File: config.mk
export PLATFORM = sky130hd
export DESIGN_NAME = reg_alu_sequencer
export DESIGN_NICKNAME = d
export VERILOG_FILES = /design/src/rtl/reg_alu_sequencer_pkg.sv /design/src/rtl/reg_alu_sequencer_alu_core.sv /design/src/rtl/reg_alu_sequencer.sv
export SDC_FILE = /design/constraint.sdc
export NUM_CORES = 1
export LEC_CHECK = 0
export BUFFER_PORTS_ARGS = -buffer_cell sky130_fd_sc_hd__buf_2
export CORE_MARGIN = 2
export CORE_UTILIZATION = 55
export CTS_BUF_LIST = sky130_fd_sc_hd__clkbuf_4 sky130_fd_sc_hd__clkbuf_8
export CTS_CLUSTER_DIAMETER = 50
export CTS_CLUSTER_SIZE = 24
export DETAILED_ROUTE_END_ITERATION = 6
export HOLD_SLACK_MARGIN = 0.15
export PLACE_DENSITY = 0.79
export RECOVER_POWER = 25
export SLEW_MARGIN = 20
export SYNTH_ARGS = -nofsm -noshare
export SYNTH_HDL_FRONTEND = slang
export SYNTH_SLANG_ARGS = --single-unit
File: constraint.sdc
create_clock -name clk -period 3.6 [get_ports clk]
set_input_delay 0.72 -clock clk [delete_from_list [all_inputs] [get_ports clk]]
set_output_delay 0.72 -clock clk [all_outputs]
set_load 0.02 [all_outputs]
File: src/rtl/reg_alu_sequencer_pkg.sv
// Shared opcodes, FSM states and register selectors for the
// register-file execute sequencer.
package reg_alu_sequencer_pkg;

   typedef enum logic [2:0] {
      OP_MOV = 3'b000,
      OP_ADD = 3'b001,
      OP_SUB = 3'b010,
      OP_AND = 3'b011,
      OP_OR  = 3'b100,
      OP_XOR = 3'b101,
      OP_NOT = 3'b110,
      OP_LDI = 3'b111
   } op_e;

   typedef enum logic [2:0] {
      ST_IDLE = 3'd0,
      ST_RD_A = 3'd1,
      ST_RD_B = 3'd2,
      ST_EXEC = 3'd3,
      ST_WB   = 3'd4
   } state_e;

   localparam logic [2:0] R0_SELECTOR = 3'd0;
   localparam logic [2:0] R1_SELECTOR = 3'd1;
   localparam logic [2:0] R2_SELECTOR = 3'd2;
   localparam logic [2:0] R3_SELECTOR = 3'd3;
   localparam logic [2:0] R4_SELECTOR = 3'd4;
   localparam logic [2:0] R5_SELECTOR = 3'd5;
   localparam logic [2:0] R6_SELECTOR = 3'd6;
   localparam logic [2:0] R7_SELECTOR = 3'd7;

endpackage

File: src/rtl/reg_alu_sequencer_alu_core.sv
// Combinational two-operand ALU: result = a OP b, carry is the
// ADD carry-out or the SUB borrow, zero for every other op.
module alu_core
   import reg_alu_sequencer_pkg::*;
#(
   parameter int W = 8
) (
   input  op_e          op,
   input  logic [W-1:0] a,
   input  logic [W-1:0] b,
   output logic [W-1:0] result,
   output logic         carry
);

   always_comb begin
      result = '0;
      carry  = 1'b0;
      unique case (op)
         OP_ADD: {carry, result} = {1'b0, a} + {1'b0, b};
         OP_SUB: begin
            result = a - b;
            carry  = (a < b);
         end
         OP_AND: result = a & b;
         OP_OR:  result = a | b;
         OP_XOR: result = a ^ b;
         OP_NOT: result = ~b;
         OP_MOV, OP_LDI: result = b;
         default: result = b;
      endcase
   end

endmodule

File: src/rtl/reg_alu_sequencer.sv
// Multi-cycle rd <= rd OP rs execute stage sitting on the register
// file: two registered reads, one ALU cycle, one write-back cycle.
module reg_alu_sequencer
   import reg_alu_sequencer_pkg::*;
#(
   parameter int DATA_WIDTH = 8,
   parameter int SEL_WIDTH  = 3
) (
   input  logic                  clk,
   input  logic                  reset,
   input  logic                  start,
   input  logic [2:0]            op,
   input  logic [SEL_WIDTH-1:0]  rd,
   input  logic [SEL_WIDTH-1:0]  rs,
   input  logic [DATA_WIDTH-1:0] imm,
   input  logic [DATA_WIDTH-1:0] src,
   output logic [SEL_WIDTH-1:0]  src_bus_selector,
   output logic [SEL_WIDTH-1:0]  dest_bus_selector,
   output logic                  dest_we,
   output logic [DATA_WIDTH-1:0] data,
   output logic                  busy,
   output logic                  done,
   output logic                  flag_z,
   output logic                  flag_c,
   output logic                  flag_n
);

   state_e                state_q, state_d;
   op_e                   op_q, op_d;
   logic [SEL_WIDTH-1:0]  rd_q, rd_d, rs_q, rs_d;
   logic [SEL_WIDTH-1:0]  src_sel_q, src_sel_d;
   logic [SEL_WIDTH-1:0]  dest_sel_q, dest_sel_d;
   logic [DATA_WIDTH-1:0] opa_q, opa_d, data_q, data_d;
   logic [DATA_WIDTH-1:0] alu_res, wb_val;
   logic                  we_q, we_d, busy_q, busy_d;
   logic                  done_q, done_d;
   logic                  z_q, z_d, c_q, c_d, n_q, n_d;
   logic                  alu_c, wb_c, accept;

   // opB is consumed straight off the registered read port in EXEC
   alu_core #(.W(DATA_WIDTH)) u_alu (
      .op     (op_q),
      .a      (opa_q),
      .b      (src),
      .result (alu_res),
      .carry  (alu_c)
   );

   always_ff @(posedge clk or posedge reset) begin
      if (reset) state_q <= ST_IDLE;
      else       state_q <= state_d;
   end

   always_comb begin
      state_d = state_q;
      unique case (state_q)
         ST_IDLE: if (start) begin
            state_d = (op_e'(op) == OP_LDI) ? ST_WB : ST_RD_A;
         end
         ST_RD_A: state_d = ST_RD_B;
         ST_RD_B: state_d = ST_EXEC;
         ST_EXEC: state_d = ST_WB;
         ST_WB:   state_d = ST_IDLE;
         default: state_d = ST_IDLE;
      endcase
   end

   // Outputs are computed for the state being entered, then registered
   always_comb begin
      accept    = (state_q == ST_IDLE) && start;
      op_d      = op_q;
      rd_d      = rd_q;
      rs_d      = rs_q;
      opa_d     = opa_q;
      src_sel_d = src_sel_q;
      z_d       = z_q;
      c_d       = c_q;
      n_d       = n_q;
      if (accept) begin
         op_d = op_e'(op);
         rd_d = rd;
         rs_d = rs;
      end
      if (state_q == ST_RD_B) opa_d = src;
      if (state_d == ST_RD_A) src_sel_d = rd_d;
      if (state_d == ST_RD_B) src_sel_d = rs_q;
      wb_val     = accept ? imm : alu_res;
      wb_c       = accept ? 1'b0 : alu_c;
      we_d       = (state_d == ST_WB);
      done_d     = we_d;
      busy_d     = (state_d != ST_IDLE);
      dest_sel_d = we_d ? rd_d : SEL_WIDTH'(R0_SELECTOR);
      data_d     = we_d ? wb_val : '0;
      if (we_d) begin
         z_d = (wb_val == '0);
         c_d = wb_c;
         n_d = wb_val[DATA_WIDTH-1];
      end
   end

   always_ff @(posedge clk or posedge reset) begin
      if (reset) begin
         op_q       <= OP_MOV;
         rd_q       <= '0;
         rs_q       <= '0;
         opa_q      <= '0;
         src_sel_q  <= SEL_WIDTH'(R0_SELECTOR);
         dest_sel_q <= SEL_WIDTH'(R0_SELECTOR);
         data_q     <= '0;
         we_q       <= 1'b0;
         busy_q     <= 1'b0;
         done_q     <= 1'b0;
         z_q        <= 1'b0;
         c_q        <= 1'b0;
         n_q        <= 1'b0;
      end else begin
         op_q       <= op_d;
         rd_q       <= rd_d;
         rs_q       <= rs_d;
         opa_q      <= opa_d;
         src_sel_q  <= src_sel_d;
         dest_sel_q <= dest_sel_d;
         data_q     <= data_d;
         we_q       <= we_d;
         busy_q     <= busy_d;
         done_q     <= done_d;
         z_q        <= z_d;
         c_q        <= c_d;
         n_q        <= n_d;
      end
   end

   assign src_bus_selector  = src_sel_q;
   assign dest_bus_selector = dest_sel_q;
   assign dest_we           = we_q;
   assign data              = data_q;
   assign busy              = busy_q;
   assign done              = done_q;
   assign flag_z            = z_q;
   assign flag_c            = c_q;
   assign flag_n            = n_q;

endmodule
==> results.sh, run 1 <==
export IMPL_syn_cell_area_um2=2930
export IMPL_fin_nets=441
export IMPL_placed_cells=450
export IMPL_p_leak_nw=1.64
export IMPL_drive_gt1_frac=0.188
export IMPL_worstPathRequired_ps=3830
export IMPL_die_area_um2=5930
export IMPL_clkSinkCount=39
export IMPL_finClkSkew_ps=9.05
export IMPL_hold_ws_ps=470
export IMPL_synthesis_nets=399
export IMPL_worstSetupStartpointType="primary input"
export IMPL_grt_max_degree=40
export IMPL_fin_crit_sh=0.797
export IMPL_fmax_mhz=349
export IMPL_grt_pass1_vias=2354
export IMPL_synth_seq_cells=39
export IMPL_nFillCells=423
export IMPL_post_place_ws_ps=448
export IMPL_cts_root_buffer="clkbuf_8"
export IMPL_arrival_ps=3100
export IMPL_area_delta_synth_final_pct=14.3
export IMPL_path_max_fanout=6
export IMPL_vdd_ir_drop_max_v=0.000356
export IMPL_crit_path_end_kind="register"
export IMPL_routedWlPerCell_um=15.6
export IMPL_grt_usage=0.242
export IMPL_hold_viol_final=0
export IMPL_drv_cap=1
export IMPL_avgSynthCellArea_um2=8.49
export IMPL_outcome="finished with violations"
export IMPL_clk_pin_slew_ps=80
export IMPL_clk_latency_ps=300
export IMPL_timing_max_transition_violations_final=40
export IMPL_num_antenna_cells=0
export IMPL_powerDensity_nw_per_um2=914
export IMPL_drc=0
export IMPL_ioPinCount=48
export IMPL_cts_resized=0
export IMPL_clock_path_buffers=2
export IMPL_totalNegativeSetupSlack_ps=0
export IMPL_vias_per_cell=5.87
export IMPL_via_count=2689
export IMPL_grt_setup_unrepaired="no"
export IMPL_synth_edf_count=0
export IMPL_io_buffers=47
export IMPL_ant_nets=0
export IMPL_cts_max_level=2
export IMPL_min_path_type="register to register"
export IMPL_die_h_um=77.0
export IMPL_first_pass_iters=5
export IMPL_die_w_um=77.0
export IMPL_place_gp_congestion=0.929
export IMPL_async_flop_share=1.00
export IMPL_grt_pass1_wl_mm=11.4
export IMPL_slew_headroom=-0.423
export IMPL_tightest_slew_ps=2130
export IMPL_finalSetupViolCount=0
export IMPL_core_area_um2=5110
export IMPL_start_util=0.573
export IMPL_cts_hold_buf=0
export IMPL_period_minus_slack_ps=2870
export IMPL_fin_cells=458
export IMPL_synth_main_ff_cell="dfrtp_1"
export IMPL_std_cell_rows=26
export IMPL_detailedPlacementHpwl_mm=5.19
export IMPL_violations="capacitance limit, slew limit"
export IMPL_wl_mm=7.14
export IMPL_cts_buffers_inserted=5
export IMPL_worst_slack_ps=732
export IMPL_yosysWarnings=0
export IMPL_synthCells=345
export IMPL_postLayoutCellArea_um2=3350
export IMPL_cts_tree="yes"
export IMPL_cts_setup_buffers=0
export IMPL_drtIter0Drc=139
export IMPL_finalPower_mw=3.06
export IMPL_grt_ovfl_total=0
export IMPL_critPathKind="primary input to register"
export IMPL_finish_utilization=0.656
export IMPL_ys_seq_area_frac=0.333
export IMPL_place_area_um2=3210
export IMPL_ys_types=60
export IMPL_antenna_found_initial=0
cells in the mapped netlist, drive strengths merged, types with 2 or more instances:
library cell	n	area, um^2
inv	25	93.8
a211oi	3	22.5
nor3	7	35.0
fa	2	40.0
a211o	3	26.3
mux2	3	33.8
o21ai	32	160
a21o	3	22.5
nor4	2	12.5
o31ai	2	15.0
nor2	28	105
o311ai	2	17.5
o2111ai	2	17.5
nand2	42	158
a31oi	3	18.8
and2	4	25.0
a221oi	4	41.3
nand3b	2	15.0
and3	2	12.5
mux2i	6	60.1
xnor2	7	61.3
o22ai	2	12.5
nor2b	10	62.6
nand2b	7	43.8
nand3	5	25.0
a21oi	17	85.1
ha	24	300
dfrtp	39	976
o211ai	3	22.5
clkbuf	5	18.8
nor3b	3	22.5
buf	16	93.8
nor4b	3	26.3
a2111oi	3	32.5
o21a	4	30.0
cells in the final DEF, fill, tap and decap left out, types with 3 or more instances in the layout:
cell,Yosys,final
dfrtp_1,39,39
a211o_1,3,3
o21ai_0,32,32
o211ai_1,3,3
mux2_2,3,3
nor2b_1,10,10
buf_2,12,47
a21oi_1,17,17
o21a_1,4,4
a21o_1,3,3
mux2i_1,6,6
a221oi_1,3,3
a211oi_1,3,3
nand3_1,5,5
ha_1,24,24
clkbuf_8,0,5
xnor2_1,7,7
nor3_1,7,7
nor2_1,28,27
inv_1,25,25
nor3b_1,3,3
a31oi_1,3,3
and2_1,4,4
nand2_1,42,42
buf_4,1,8
nand2b_1,7,7
layout make-up:
type / instances / area (um^2) / share of cell area
Clock inverter: 2 / 60.1 / 0.0179
Multi-Input combinational cell: 259 / 1750 / 0.523
Timing Repair Buffer: 56 / 299 / 0.0893
Clock buffer: 6 / 76.3 / 0.0228
Inverter: 26 / 97.6 / 0.0291
Tap cell: 70 / 87.6 / 0.0262
Sequential cell: 39 / 976 / 0.291
cell families (layout without fill, tap and decap cells):
group,count (synthesis),in the layout,share of synthesized area
compound gates,94,94,0.213
xor+xnor,8,8,0.0239
fa+ha+maj,26,26,0.116
buf+inv,47,90,0.0718
flops,39,39,0.333
mux,10,10,0.0397
simple gates,121,121,0.202
where the power goes:
part | total, mW | internal, mW | switching [mW]
clock | 0.445 | 0.285 | 0.160
combinational | 1.84 | 0.741 | 1.10
sequential | 0.775 | 0.619 | 0.156
total | 3.06 | 1.64 | 1.42
routing by layer:
layer | routed length (um) | track usage | share of wire
met1 | 3110 | 0.325 | 0.44
met2 | 3280 | 0.396 | 0.46
met3 | 577 | 0.0400 | 0.081
met4 | 167 | 0.0875 | 0.023
met5 | 0 | 0 | 0
worst paths after layout:
path / from / cells after the start / to / slack [ps]
worst min-delay path: rd_q[0] / 2 / rd_q[0] / 470
max in group asynchronous: reset / 3 / flag_z / 1190
worst max-delay path: src[7] / 10 / flag_z / 730
worst max register to register: opa_q[1] / 9 / flag_z / 920
min in group asynchronous: reset / 3 / data[4] / 1190
worst min register to register: rd_q[0] / 2 / rd_q[0] / 470
sequential cells by signal (all words and copies together) (netlist names), 3 cells and up:
signal and count:
op_q 3, data 8, opa_q 8, dest_bus_selector 3, rs_q 3, state_q 3
src_bus_selector 3, rd_q 3
critical path, cell delays in order:
cell	delay (ps)
buf_2	130
inv_1	70
ha_1	360
mux2_2	290
a221oi_2	290
o211ai_1	130
a2111oi_0	520
nor3_1	120
nor4_1	300
a31o_1	170
Note: power is estimated with default switching activity, not from simulation.
==> run 2: changes to the inputs <==
- ABC_AREA: unset -> 1
- CORE_UTILIZATION: 55 -> 53
- PLACE_DENSITY: 0.79 -> 0.8
- clock period: 3.6 -> 2.4 ns (I/O delays scaled with it)
==> run 2 against run 1 <==
Compared with the run above:
- the run now ends clean
- power grew 43%
- global-route usage grew 0.51 points
- combinational power grew 43%
- worst hold slack lost 86 ps
- final cell count grew 17%
- register-to-register slack lost 730 ps
- setup slack lost 540 ps
- count of clock-buffer cells in the layout shrank 1
==> results.sh, run 2 <==
export IMPL_clock_path_buffers=2
export IMPL_die_w_um=79.0
export IMPL_path_max_fanout=3
export IMPL_grt_usage=0.247
export IMPL_die_area_um2=6240
export IMPL_drc=0
export IMPL_finClkSkew_ps=12.5
export IMPL_io_buffers=47
export IMPL_switchingPower_mw=2.27
export IMPL_hold_ws_ps=384
export IMPL_clk_pin_slew_ps=80
export IMPL_tightest_slew_ps=1020
export IMPL_grt_max_degree=40
export IMPL_critPathKind="register to register"
export IMPL_via_count=2825
export IMPL_place_area_um2=3230
export IMPL_finalSetupViolCount=0
export IMPL_crit_path_end_kind="register"
export IMPL_cts_tree="yes"
export IMPL_slew_headroom=0.321
export IMPL_avgSynthCellArea_um2=7.07
export IMPL_worst_slack_ps=188
export IMPL_synth_seq_cells=39
export IMPL_ant_nets=0
export IMPL_fin_nets=518
export IMPL_slowest_delay_ps=520
export IMPL_cts_max_level=2
export IMPL_async_flop_share=1.00
export IMPL_synthesis_nets=476
export IMPL_synthCells=422
export IMPL_synth_most_common_cell="nand2_1"
export IMPL_first_pass_iters=6
export IMPL_die_h_um=79.0
export IMPL_synth_top_cell_area_share=0.327
export IMPL_grt_setup_unrepaired="no"
export IMPL_grt_ovfl_total=0
export IMPL_p_sw_frac=0.517
export IMPL_ys_types=34
export IMPL_clock_power_share=0.128
export IMPL_clkSinkCount=39
export IMPL_wl_mm=7.39
export IMPL_cts_buffers_inserted=5
export IMPL_totalNegativeSetupSlack_ps=0
export IMPL_seqPwrFrac=0.269
export IMPL_synth_edf_count=0
export IMPL_postLayoutCellArea_um2=3340
export IMPL_hold_viol_final=0
export IMPL_synth_area_leaders="dfrtp_1, nand2_1, ha_1"
export IMPL_cts_hold_buf=0
export IMPL_routedWlPerCell_um=13.8
export IMPL_fmax_mhz=452
export IMPL_comb_power_share=0.603
export IMPL_fin_crit_sh=0.922
export IMPL_worstSetupStartpointType="register"
export IMPL_ioPinCount=48
export IMPL_vias_per_cell=5.26
export IMPL_detailedPlacementHpwl_mm=5.74
export IMPL_antenna_found_initial=0
export IMPL_worstPathRequired_ps=2630
export IMPL_grt_pass1_wl_mm=12.2
export IMPL_powerDensity_nw_per_um2=1310
export IMPL_period_minus_slack_ps=2210
export IMPL_synth_top_cells_by_count="nand2_1, inv_1, dfrtp_1"
export IMPL_finalPower_mw=4.39
export IMPL_cp_cell_sequence="inv_1 -> ha_1 -> fa_2 -> inv_1 -> nand4_1 -> nand2_1 -> nor2_1 -> nand2_1 -> nand2_1 -> nand3_1 -> nor2_1 -> nand2_1 -> nor2_1 -> nand4_1 -> nand2_1"
export IMPL_post_place_ws_ps=92.4
export IMPL_outcome="finished, final reports clean"
export IMPL_final_common_cell="nand2_1"
export IMPL_synth_main_ff_cell="dfrtp_1"
export IMPL_timing_max_transition_violations_final=0
export IMPL_std_cell_rows=27
export IMPL_drive_gt1_frac=0.181
export IMPL_drv_cap=0
export IMPL_yosysWarnings=0
export IMPL_arrival_ps=2440
export IMPL_place_gp_congestion=0.938
export IMPL_syn_cell_area_um2=2980
export IMPL_p_leak_nw=1.89
export IMPL_synth_top_cell_by_area="dfrtp_1"
export IMPL_path_delay_family="simple AND/OR/NAND/NOR gates"
export IMPL_most_common_layout_cells="nand2_1, inv_1, buf_2"
export IMPL_start_util=0.545
export IMPL_core_area_um2=5470
export IMPL_drtIter0Drc=175
export IMPL_clk_latency_ps=300
export IMPL_grt_pass1_vias=2628
export IMPL_critPathMostFrequentCell="nand2_1"
export IMPL_area_delta_synth_final_pct=12.0
export IMPL_critPathBufInv=2
export IMPL_slowest_stage="fa_2"
export IMPL_vdd_ir_drop_max_v=0.00114
export IMPL_min_path_type="primary input to register"
export IMPL_ys_seq_area_frac=0.327
export IMPL_cts_root_buffer="clkbuf_8"
export IMPL_intPower_mw=2.12
export IMPL_num_antenna_cells=0
[run 2: cell types whose count changed after synthesis, moves of 10 or more]
cell     delta
nor2b_1    -10
o21ai_0    -14
nand3_1    +25
nand2_1    +88
nand4_1    +17
inv_1      +26
[run 2: timing repair]
action                                  in CTS  in global routing
setup buffers                                0                  0
hold endpoints to repair                     0                  0
endpoints found under the setup margin       0                  1
gates resized for setup                      0                  1
[run 2: layout make-up]
class                      count  area (um^2)
clock buffer                   5         68.8
clock inverter                 3         43.8
fill                         550         2130
inverter                      58          223
multi-input combinational    310         1680
sequential                    39          976
tap                           72         90.1
timing repair buffer          50          255
[run 2: kinds of logic after synthesis]
kind of cell / synth area share
flops: 0.327
compound gates: 0.0999
fa+ha+maj: 0.114
xor+xnor: 0.00294
buf+inv: 0.110
simple gates: 0.346
[run 2: worst min-delay path: cells and delay by family]
kind | cells | cell delay, ps
buffers and inverters | 1 | 70
and+or+nand+nor | 2 | 90
[run 2: power by group through the flow]
stage                     Clock (mW)  Sequential (mW)  Combinational (mW)
after floorplan                    0             1.22                1.98
after global placement             0             1.18                2.58
after detailed placement           0             1.19                2.62
after CTS                      0.573             1.18                2.63
after global routing           0.592             1.22                2.99
final                          0.562             1.18                2.64
[run 2: worst paths after layout]
check                         start        to  slack [ps]  depth (start not counted)
setup / recovery           opa_q[0]    flag_z         190                         15
hold / removal                rs[2]   rs_q[2]         380                          3
setup reg to reg           opa_q[0]    flag_z         190                         15
hold reg to reg             rs_q[2]   rs_q[2]         480                          2
max in group asynchronous     reset  opa_q[1]        1280                          3
min in group asynchronous     reset  opa_q[7]         490                          3
[run 2: stage by stage]
stage	util	cells
2_1_floorplan	-	422
3_3_place_gp	0.589	529
3_5_place_dp	0.589	529
4_1_cts	0.610	537
5_1_grt	0.610	537
6_report	0.610	537
[run 2: per-layer routing]
metal	part of all wire	vias up	GRT usage
met4	0.019	0	0.0603
li1	-	1431	-
met2	0.49	80	0.431
met3	0.043	14	0.0398
met5	0	-	0
met1	0.45	1300	0.322
==> run 3: changes to the inputs <==
- CAP_MARGIN: unset -> 20
- CORE_ASPECT_RATIO: unset -> 0.5
==> run 3 against run 2 <==
Compared with the run above:
- setup slack better by 8.8 ps
- sequential cell count unchanged
- routed wire length up 5.1%
==> results.sh, run 3 (synthesized netlist as in run 2, its figures left out) <==
export IMPL_outcome="finished, final reports clean"
export IMPL_die_area_um2=6280
export IMPL_clock_path_buffers=2
export IMPL_drc=0
export IMPL_first_pass_iters=5
export IMPL_timing_max_transition_violations_final=0
export IMPL_vdd_ir_drop_max_v=0.000696
export IMPL_tightest_slew_ps=1000
export IMPL_ioPinCount=48
export IMPL_num_antenna_cells=0
export IMPL_start_util=0.548
export IMPL_grt_ovfl_total=0
export IMPL_cts_setup_buffers=0
export IMPL_antenna_found_initial=0
export IMPL_grt_usage=0.270
export IMPL_ant_nets=0
export IMPL_via_count=2883
export IMPL_clock_power_share=0.113
export IMPL_area_delta_synth_final_pct=11.8
export IMPL_grt_setup_unrepaired="no"
export IMPL_cts_buffers_inserted=5
export IMPL_cts_tree="yes"
export IMPL_seqPwrFrac=0.272
export IMPL_clk_pin_slew_ps=90
export IMPL_grt_max_degree=40
export IMPL_totalNegativeSetupSlack_ps=0
export IMPL_place_gp_congestion=0.982
export IMPL_detailedPlacementHpwl_mm=5.70
export IMPL_min_path_type="primary input to register"
export IMPL_period_minus_slack_ps=2200
export IMPL_nFillCells=530
export IMPL_std_cell_rows=19
export IMPL_drv_cap=0
export IMPL_final_common_cell="nand2_1"
export IMPL_vias_per_cell=5.35
export IMPL_drtIter0Drc=222
export IMPL_finClkSkew_ps=11.7
export IMPL_arrival_ps=2450
export IMPL_grt_pass1_vias=2605
export IMPL_cts_max_level=2
export IMPL_hold_ws_ps=381
export IMPL_crit_path_end_kind="register"
export IMPL_most_common_layout_cells="nand2_1, inv_1, buf_2"
export IMPL_clk_latency_ps=300
export IMPL_switchingPower_mw=2.35
export IMPL_clkSinkCount=39
export IMPL_path_max_fanout=3
export IMPL_fin_crit_sh=0.918
export IMPL_critPathKind="register to register"
export IMPL_io_buffers=47
export IMPL_hold_viol_final=0
export IMPL_die_h_um=57.0
export IMPL_slew_headroom=0.330
export IMPL_comb_power_share=0.615
export IMPL_cts_root_buffer="clkbuf_8"
export IMPL_finalSetupViolCount=0
export IMPL_powerDensity_nw_per_um2=1320
export IMPL_fin_nets=519
export IMPL_p_leak_nw=1.88
export IMPL_worstPathRequired_ps=2650
export IMPL_intPower_mw=2.05
export IMPL_core_area_um2=5440
export IMPL_p_sw_frac=0.534
export IMPL_fmax_mhz=454
export IMPL_routedWlPerCell_um=14.4
export IMPL_worstSetupStartpointType="register"
export IMPL_grt_pass1_wl_mm=12.9
export IMPL_drive_gt1_frac=0.182
export IMPL_wl_mm=7.77
export IMPL_die_w_um=110
## run 3: through the flow
stage / worst slack (ps) / area [um^2] / utilization / power [mW] / std cells
2_1_floorplan: 427 / 2980 / - / 3.20 / 422
3_3_place_gp: 60.5 / 3230 / 0.594 / 3.81 / 531
3_5_place_dp: 49.9 / 3230 / 0.594 / 3.84 / 531
4_1_cts: 201 / 3330 / 0.612 / 4.36 / 539
5_1_grt: 26.5 / 3330 / 0.612 / 4.81 / 539
6_report: 197 / 3330 / 0.612 / 4.40 / 539
## run 3: layer usage
layer,share of wire,vias up,global-route usage
met5,0,-,0
met4,0.011,0,0.0597
met3,0.083,10,0.0526
met2,0.44,115,0.408
met1,0.47,1324,0.403
li1,-,1434,-
## run 3: power groups by stage
| stage | registers (mW) | clock network, mW | logic (mW) |
|---|---|---|---|
| floorplan | 1.22 | 0 | 1.98 |
| global placement | 1.19 | 0 | 2.62 |
| detailed placement | 1.20 | 0 | 2.64 |
| CTS | 1.19 | 0.505 | 2.67 |
| global route | 1.23 | 0.532 | 3.04 |
| finish | 1.20 | 0.495 | 2.71 |
## run 3: cell type report
| class | instances | area [um^2] | area share |
|---|---|---|---|
| Inverter | 58 | 223 | 0.0668 |
| Tap cell | 73 | 91.3 | 0.0274 |
| Clock buffer | 6 | 82.6 | 0.0248 |
| Multi-Input combinational cell | 310 | 1680 | 0.505 |
| Sequential cell | 39 | 976 | 0.293 |
| Clock inverter | 2 | 16.3 | 0.00488 |
| Timing Repair Buffer | 51 | 263 | 0.0788 |
## run 3: final timing paths
kind	to	slack, ps	cells after the start	from
hold reg to reg	rs_q[2]	480	2	rs_q[2]
setup reg to reg	flag_z	200	15	opa_q[0]
max in group asynchronous	state_q[1]	1310	3	reset
hold / removal	rs_q[1]	380	3	rs[1]
setup / recovery	flag_z	200	15	opa_q[0]
min in group asynchronous	data[4]	480	3	reset
## run 3: worst max-delay path, stage by stage, from the launching register on
cell	delay [ps]
dfrtp_1	390
inv_1	70
ha_1	220
fa_2	530
inv_1	40
nand4_1	90
nand2_1	70
nor2_1	80
nand2_1	70
nand2_1	90
nand3_1	70
nor2_1	100
nand2_1	50
nor2_1	110
nand4_1	90
nand2_1	70
## run 3: what timing repair did
action	CTS	global route
hold buffers	0	0
resized for setup	0	1
endpoints found under the setup margin	0	1
